$ cat src/rtl/muldiv_seq_if.sv
// Request/response bundle between the EXU issue logic and the multi-cycle
// RV64M sequencer.
//
// Signals:
//   in_valid  : request present            (master -> slave)
//   in_ready  : request can be accepted    (slave  -> master)
//   op        : one-hot {remu, rem, divu, div, mul}, same order as alu_op[16:12]
//   word      : 32-bit "w" variant (inst_32bit)
//   src1      : rs1 operand / dividend
//   src2      : rs2 operand / divisor
//   flush     : abort the current operation (trap/redirect)
//   out_valid : result available           (slave  -> master)
//   out_ready : consumer takes result      (master -> slave)
//   result    : final result               (slave  -> master)
interface muldiv_seq_if #(
    parameter int unsigned WIDTH = 64
) ();

    logic             in_valid;
    logic             in_ready;
    logic [4:0]       op;
    logic             word;
    logic [WIDTH-1:0] src1;
    logic [WIDTH-1:0] src2;
    logic             flush;
    logic             out_valid;
    logic             out_ready;
    logic [WIDTH-1:0] result;

    modport master (
        output in_valid, op, word, src1, src2, flush, out_ready,
        input  in_ready, out_valid, result
    );

    modport slave (
        input  in_valid, op, word, src1, src2, flush, out_ready,
        output in_ready, out_valid, result
    );

endinterface

$ cat src/rtl/muldiv_seq.sv
// Multi-cycle sequencer for the RV64M ops mul, div, divu, rem, remu and their
// 32-bit "w" forms. Sits beside the single-cycle ALU and stalls the pipeline
// through a valid/ready handshake while it iterates one bit per cycle
// (shift-add multiply, restoring divide). Divide-by-zero, signed overflow and
// malformed op codes take a one-cycle special path.
//
// Ports:
//   clk : clock
//   rst : asynchronous active-low reset
//   bus : muldiv_seq_if.slave (request, flush, response handshake)
//
// Latency from the accept edge to out_valid: N+1 cycles with N = 64, or 32 for
// word ops; special cases take 1 cycle. The divide fix-up (sign correction) is
// folded into the final iteration.
//
// Build option: define MULDIV_FAST_MUL_EN to replace the iterative multiplier
// with a single-cycle combinational one (mul goes straight IDLE -> DONE and the
// MUL state is not built). Divide behaviour is the same in both builds.
//
// Only WIDTH = 64 is supported.
module muldiv_seq #(
    parameter int unsigned WIDTH = 64
) (
    input logic         clk,
    input logic         rst,
    muldiv_seq_if.slave bus
);

    // Most negative value, full width and sign-extended 32-bit form.
    localparam logic [WIDTH-1:0] MinNeg  = {1'b1, {(WIDTH-1){1'b0}}};
    localparam logic [WIDTH-1:0] MinNegW = {{(WIDTH-31){1'b1}}, 31'b0};

    typedef enum logic [1:0] {
        StIdle,
`ifndef MULDIV_FAST_MUL_EN
        StMul,
`endif
        StDiv,
        StDone
    } state_e;

    // Word results are always the sign extension of the low 32 bits.
    function automatic logic [WIDTH-1:0] fmt_res(input logic w, input logic [WIDTH-1:0] v);
        fmt_res = w ? {{(WIDTH-32){v[31]}}, v[31:0]} : v;
    endfunction

    state_e           state_q, state_d;
    logic [5:0]       cnt_q, cnt_d;
    logic [WIDTH-1:0] acc_q, acc_d;     // mul accumulator / div remainder
    logic [WIDTH-1:0] dvs_q, dvs_d;     // mul multiplicand / div divisor
    logic [WIDTH-1:0] quo_q, quo_d;     // mul multiplier / div dividend->quotient
    logic             word_q, word_d;
    logic             rem_sel_q, rem_sel_d;
    logic             qneg_q, qneg_d;
    logic             rneg_q, rneg_d;
    logic [WIDTH-1:0] result_q, result_d;

    // Request decode and operand preparation
    logic             op_mul, op_div, op_divu, op_rem, op_remu, op_ok, op_sgn;
    logic [WIDTH-1:0] a_eff, b_eff, a_abs, b_abs;
    logic             a_neg, b_neg, div_zero, ovf, special;
    logic [WIDTH-1:0] special_res;

    always_comb begin
        op_mul  = (bus.op == 5'b00001);
        op_div  = (bus.op == 5'b00010);
        op_divu = (bus.op == 5'b00100);
        op_rem  = (bus.op == 5'b01000);
        op_remu = (bus.op == 5'b10000);
        op_ok   = op_mul | op_div | op_divu | op_rem | op_remu;
        op_sgn  = op_div | op_rem;

        a_eff = bus.src1;
        b_eff = bus.src2;
        if (bus.word && !op_mul) begin
            if (op_sgn) begin
                a_eff = {{(WIDTH-32){bus.src1[31]}}, bus.src1[31:0]};
                b_eff = {{(WIDTH-32){bus.src2[31]}}, bus.src2[31:0]};
            end else begin
                a_eff = {{(WIDTH-32){1'b0}}, bus.src1[31:0]};
                b_eff = {{(WIDTH-32){1'b0}}, bus.src2[31:0]};
            end
        end

        a_neg = op_sgn & a_eff[WIDTH-1];
        b_neg = op_sgn & b_eff[WIDTH-1];
        a_abs = a_neg ? -a_eff : a_eff;
        b_abs = b_neg ? -b_eff : b_eff;

        div_zero = (b_eff == '0);
        ovf      = op_sgn && (b_eff == '1) && (a_eff == (bus.word ? MinNegW : MinNeg));
        special  = !op_ok || (!op_mul && (div_zero || ovf));

        special_res = '0;
        if (op_ok && !op_mul) begin
            if (div_zero) begin
                special_res = (op_div | op_divu) ? '1 : a_eff;
            end else if (ovf) begin
                special_res = op_div ? a_eff : '0;
            end
        end
    end

    // Per-cycle iteration datapath
    logic             last;
    logic [WIDTH:0]   shifted, trial;
    logic             div_ok;
    logic [WIDTH-1:0] div_rem, div_quo, div_fix;

    always_comb begin
        last    = (cnt_q == (word_q ? 6'd31 : 6'd63));
        shifted = {acc_q, quo_q[WIDTH-1]};
        trial   = shifted - {1'b0, dvs_q};
        // Remainder stays below the divisor, so a set top bit means a borrow.
        div_ok  = !trial[WIDTH];
        div_rem = div_ok ? trial[WIDTH-1:0] : shifted[WIDTH-1:0];
        div_quo = {quo_q[WIDTH-2:0], div_ok};
        if (rem_sel_q) begin
            div_fix = rneg_q ? -div_rem : div_rem;
        end else begin
            div_fix = qneg_q ? -div_quo : div_quo;
        end
    end

`ifdef MULDIV_FAST_MUL_EN
    logic [WIDTH-1:0] fast_prod;
    assign fast_prod = bus.src1 * bus.src2;
`else
    logic [WIDTH-1:0] mul_acc;
    assign mul_acc = quo_q[0] ? (acc_q + dvs_q) : acc_q;
`endif

    // Next-state logic
    always_comb begin
        state_d   = state_q;
        cnt_d     = cnt_q;
        acc_d     = acc_q;
        dvs_d     = dvs_q;
        quo_d     = quo_q;
        word_d    = word_q;
        rem_sel_d = rem_sel_q;
        qneg_d    = qneg_q;
        rneg_d    = rneg_q;
        result_d  = result_q;

        case (state_q)
            StIdle: begin
                if (bus.in_valid && !bus.flush) begin
                    word_d = bus.word;
                    cnt_d  = '0;
                    if (special) begin
                        result_d = fmt_res(bus.word, special_res);
                        state_d  = StDone;
                    end else if (op_mul) begin
`ifdef MULDIV_FAST_MUL_EN
                        result_d = fmt_res(bus.word, fast_prod);
                        state_d  = StDone;
`else
                        acc_d   = '0;
                        dvs_d   = bus.src1;
                        quo_d   = bus.src2;
                        state_d = StMul;
`endif
                    end else begin
                        acc_d     = '0;
                        dvs_d     = b_abs;
                        // Word dividends sit in the top half so 32 shifts consume them.
                        quo_d     = bus.word ? {a_abs[31:0], 32'b0} : a_abs;
                        rem_sel_d = op_rem | op_remu;
                        qneg_d    = a_neg ^ b_neg;
                        rneg_d    = a_neg;
                        state_d   = StDiv;
                    end
                end
            end
`ifndef MULDIV_FAST_MUL_EN
            StMul: begin
                acc_d = mul_acc;
                dvs_d = dvs_q << 1;
                quo_d = quo_q >> 1;
                cnt_d = cnt_q + 6'd1;
                if (last) begin
                    result_d = fmt_res(word_q, mul_acc);
                    state_d  = StDone;
                end
            end
`endif
            StDiv: begin
                acc_d = div_rem;
                quo_d = div_quo;
                cnt_d = cnt_q + 6'd1;
                if (last) begin
                    result_d = fmt_res(word_q, div_fix);
                    state_d  = StDone;
                end
            end
            StDone: begin
                if (bus.out_ready) begin
                    state_d = StIdle;
                end
            end
            default: state_d = StIdle;
        endcase

        // Flush wins over everything; an aborted op never publishes a result.
        if (bus.flush) begin
            state_d  = StIdle;
            result_d = result_q;
        end
    end

    always_ff @(posedge clk or negedge rst) begin
        if (!rst) begin
            state_q   <= StIdle;
            cnt_q     <= '0;
            acc_q     <= '0;
            dvs_q     <= '0;
            quo_q     <= '0;
            word_q    <= 1'b0;
            rem_sel_q <= 1'b0;
            qneg_q    <= 1'b0;
            rneg_q    <= 1'b0;
            result_q  <= '0;
        end else begin
            state_q   <= state_d;
            cnt_q     <= cnt_d;
            acc_q     <= acc_d;
            dvs_q     <= dvs_d;
            quo_q     <= quo_d;
            word_q    <= word_d;
            rem_sel_q <= rem_sel_d;
            qneg_q    <= qneg_d;
            rneg_q    <= rneg_d;
            result_q  <= result_d;
        end
    end

    assign bus.in_ready  = (state_q == StIdle) && !bus.flush;
    assign bus.out_valid = (state_q == StDone);
    assign bus.result    = result_q;

endmodule

$ cat src/flat_wrapper.sv
// flat-port wrapper written by rule: the top's interface ports become plain ports
module muldiv_seq_flat 
#(
    parameter int unsigned WIDTH = 64
)
  (clk, rst, bus_in_valid, bus_op, bus_word, bus_src1, bus_src2, bus_flush, bus_out_ready, bus_in_ready, bus_out_valid, bus_result);
  muldiv_seq_if #(.WIDTH(WIDTH)) bus_i ();
  input logic clk;
  input logic rst;
  input wire logic [$bits(bus_i.in_valid)-1:0] bus_in_valid;
  input wire logic [$bits(bus_i.op)-1:0] bus_op;
  input wire logic [$bits(bus_i.word)-1:0] bus_word;
  input wire logic [$bits(bus_i.src1)-1:0] bus_src1;
  input wire logic [$bits(bus_i.src2)-1:0] bus_src2;
  input wire logic [$bits(bus_i.flush)-1:0] bus_flush;
  input wire logic [$bits(bus_i.out_ready)-1:0] bus_out_ready;
  output wire logic [$bits(bus_i.in_ready)-1:0] bus_in_ready;
  output wire logic [$bits(bus_i.out_valid)-1:0] bus_out_valid;
  output wire logic [$bits(bus_i.result)-1:0] bus_result;
  assign bus_i.in_valid = bus_in_valid;
  assign bus_i.op = bus_op;
  assign bus_i.word = bus_word;
  assign bus_i.src1 = bus_src1;
  assign bus_i.src2 = bus_src2;
  assign bus_i.flush = bus_flush;
  assign bus_i.out_ready = bus_out_ready;
  assign bus_in_ready = bus_i.in_ready;
  assign bus_out_valid = bus_i.out_valid;
  assign bus_result = bus_i.result;
  muldiv_seq #(.WIDTH(WIDTH)) u_core (.clk(clk), .rst(rst), .bus(bus_i));
endmodule
$ cat config.mk
export PLATFORM = sky130hd
export DESIGN_NAME = muldiv_seq_flat
export DESIGN_NICKNAME = d
export VERILOG_FILES = /design/src/rtl/muldiv_seq_if.sv /design/src/rtl/muldiv_seq.sv /design/src/flat_wrapper.sv
export SDC_FILE = /design/constraint.sdc
export NUM_CORES = 2
export LEC_CHECK = 0
export ABC_AREA = 1
export CAP_MARGIN = 5
export CELL_PAD_IN_SITES_DETAIL_PLACEMENT = 1
export CELL_PAD_IN_SITES_GLOBAL_PLACEMENT = 1
export CORE_UTILIZATION = 46
export CTS_CLUSTER_DIAMETER = 200
export DETAILED_ROUTE_END_ITERATION = 16
export GPL_ROUTABILITY_DRIVEN = 1
export PLACE_DENSITY_LB_ADDON = 0.1
export SYNTH_ARGS = -nofsm -noshare
export SYNTH_HDL_FRONTEND = slang
export SYNTH_SLANG_ARGS = --single-unit
$ cat constraint.sdc
create_clock -name clk -period 9.8 [get_ports clk]
set_input_delay 1.47 -clock clk [delete_from_list [all_inputs] [get_ports clk]]
set_output_delay 1.47 -clock clk [all_outputs]
set_load 0.01 [all_outputs]
==> results.yml <==
placed_design:
  io_buffers: 204
  place_congestion: 1.09
  hpwl_mm: 174
  place_inst: 7787
grt:
  use_met1: 0.608
  grtUsageTotal: 0.517
  grt_max_degree: 128
  use_met2: 0.776
  grt_overflow: 0
  grtUsageMet3: 0.180
  grt_pass1_vias: 49640
  grt_antenna_before_repair: 9
  busiest_layer: "met2"
  grt_pass1_wl_mm: 318
run_status:
  violations: "capacitance limit"
  status: "complete, but fails checks"
timing:
  maxSlewViolCount: 0
  finalSetupViolations: 0
  hold_violations: 0
  worst_pin_slew_ps: 1470
  fin_skew_ps: 33.0
  post-route-period-util: 0.789
  fin_setup_tns_ps: 0
  max_freq_mhz: 129
  post-route-min-period_ps: 7730
  rsz0062_at_grt: "no"
  relSlewSlack: 0.0127
  holdWs_ps: 538
layout:
  multiInputGateArea_um2: 25800
  syn_to_final_growth_pct: 9.68
  final_nets: 7042
  fillers: 11754
  fin_cells: 7849
  seq_area_um2: 6710
  drive_above_1_share: 0.0416
yosys:
  ys_seq_elements: 268
  synth_area_per_cell_um2: 5.54
  synth.net_count: 7033
  synthXorXnorAreaFrac: 0.0370
  synth_edf_count: 0
  synth.area.mux_share: 0
  ys_types: 61
  synth_ff_type: "dfrtp_1"
  synth_compound_area_frac: 0.190
  syn_area_um2: 37400
  syn_inst: 6756
  synth.yosys.seq_area_share: 0.179
  yosysWarnings: 0
  async_flop_share: 1.00
  synth_simple_gate_area_share: 0.413
  synthAdderAreaFrac: 0.0465
  synth_top_family_by_area: "simple AND/OR/NAND/NOR gates"
worst_setup_path:
  critPathRequiredTime_ps: 10290
  critPathCaptureType: "flip-flop"
  critPathKind: "primary input to flip-flop"
  crit_arrival_ps: 8230
  cp_max_fo: 103
  startpoint_type: "primary input"
worst_hold_path:
  hold_class: "flip-flop to flip-flop"
floorplan:
  rows: 104
  die_h_um: 287
  die_w_um: 287
  initial_core_util: 0.465
  die_area_um2: 82500
  num_io_pins: 205
  core_area_um2: 80500
clock_tree:
  root_buffer: "clkbuf_16"
  numCtsBuffers: 35
  clk_pin_slew_worst_paths_ps: 70
  clock_path_buffers: 3
  clock_latency_ps: 580
  cts_setup_buffers: 0
  cts_tree: "yes"
  clock_sinks: 268
  cts_resized: 0
  cts-htree-levels: 2
  cts_hold_buf: 0
power_and_ir_drop:
  clockPowerShare: 0.077
  p_int_mw: 5.73
  seq_power_share: 0.129
  power_density_nw_per_um2: 409
  p_leak_nw: 21.3
  pwr-share-comb: 0.793
  ir_drop_uv: 245
  p_switching_mw: 11.0
  swShare: 0.658
routing:
  vias_per_cell: 6.40
  ant_nets: 0
  drc: 0
  drt_wl_total_mm: 219
  drtIter0Drc: 6081
  dr.pass1.iters: 9
  num_vias: 50250
  wire_per_inst_um: 27.9
run:
  cap_violations: 1
state kept, by name, summed over array words and instances (netlist names):
name	count
u_core.acc_q	64
u_core.bus.result	64
u_core.dvs_q	64
u_core.quo_q	64
u_core.cnt_q	6
u_core.state_q	2
u_core.qneg_q	1
u_core.rem_sel_q	1
u_core.rneg_q	1
u_core.word_q	1
cells in the final DEF, fill, tap and decap left out, drive strengths merged, types with 116 or more instances in the layout:
| cell | Yosys | routed |
|---|---|---|
| a21oi | 334 | 334 |
| nand2 | 2199 | 2199 |
| dfrtp | 268 | 268 |
| xor2 | 116 | 116 |
| clkdlybuf4s50 | 0 | 203 |
| nand3 | 552 | 552 |
| inv | 988 | 992 |
| nor2 | 622 | 622 |
| o21ai | 542 | 542 |
| ha | 136 | 136 |
synth_stat cells, drive strengths merged (70+ instances only):
| cell type | n | share of area |
|---|---|---|
| nand3 | 552 | 0.075 |
| nand4 | 98 | 0.017 |
| nor2 | 622 | 0.065 |
| inv | 988 | 0.099 |
| clkbuf | 163 | 0.016 |
| ha | 136 | 0.045 |
| o211ai | 99 | 0.020 |
| o22ai | 70 | 0.012 |
| o21ai | 542 | 0.073 |
| nand2 | 2199 | 0.23 |
| a21oi | 334 | 0.045 |
| xor2 | 116 | 0.027 |
| nor3 | 99 | 0.014 |
| dfrtp | 268 | 0.18 |
| buf | 118 | 0.018 |
cell families (layout without fill, tap and decap cells):
group / after synthesis / after routing
other cells: 0 / 3
simple gates: 3669 / 3669
xor+xnor: 158 / 158
compound gates: 1245 / 1245
fa+ha+maj: 138 / 138
buf+inv: 1278 / 1308
flops: 268 / 268
critical path, cell delays in order:
cell	delay (ps)
clkdlybuf4s50_1	450
inv_1	80
nand2_1	70
inv_2	80
nand4_2	390
o21ai_2	400
nand3_2	750
o21ai_0	600
inv_1	160
nand2_1	190
inv_1	70
nand3_1	70
o21ai_1	130
nand2_1	90
nor2_1	40
nand2_1	110
nand2_2	190
nand2_2	150
nand2_1	110
nand2_1	130
nand2_2	490
inv_4	970
buf_4	560
nand3_1	160
o211ai_1	130
layer usage:
metal,wire (um),vias to the layer above
li1,-,21929
met2,92100,3383
met5,38,-
met1,79400,24065
met4,19200,6
met3,28500,867
area by class of cell:
type	count	area share
Inverter	997	0.0913
Multi-Input combinational cell	5210	0.628
Timing Repair Buffer	253	0.0591
Tap cell	1060	0.0323
Clock buffer	46	0.0236
Sequential cell	268	0.163
Clock inverter	12	0.00250
Antenna cell	3	0.000183
through the flow:
stage	power (mW)	worst slack (ps)	area (um^2)	utilization
6_report	16.8	2070	41100	0.510
5_1_grt	17.6	1830	41100	0.510
4_1_cts	16.0	2380	41000	0.509
3_5_place_dp	14.5	1890	40000	0.496
3_3_place_gp	14.2	2190	40000	0.496
2_1_floorplan	10.1	4960	37400	-
power groups by stage:
stage	logic [mW]	registers [mW]	clock network, mW
2_1_floorplan	8.26	1.85	0
3_3_place_gp	12.1	2.07	0
3_5_place_dp	12.4	2.10	0
4_1_cts	12.6	2.09	1.28
5_1_grt	14.1	2.15	1.31
6_report	13.3	2.17	1.30
final timing paths:
check                                             startpoint                                 to  slack (ps)  depth (start not counted)
setup / recovery                                   bus_op[3]       u_core.acc_q[43]$_DFFE_PN0P_        2070                         25
hold / removal             u_core.bus.result[47]$_DFFE_PN0P_  u_core.bus.result[47]$_DFFE_PN0P_         540                          2
setup reg to reg                u_core.quo_q[63]$_DFFE_PN0P_  u_core.bus.result[62]$_DFFE_PN0P_        2680                         37
hold reg to reg            u_core.bus.result[47]$_DFFE_PN0P_  u_core.bus.result[47]$_DFFE_PN0P_         540                          2
max in group asynchronous                                rst       u_core.rem_sel_q$_DFFE_PN0P_        6740                          3
min in group asynchronous                                rst        u_core.dvs_q[7]$_DFFE_PN0P_         890                          1
Note: power is estimated with default switching activity, not from simulation.
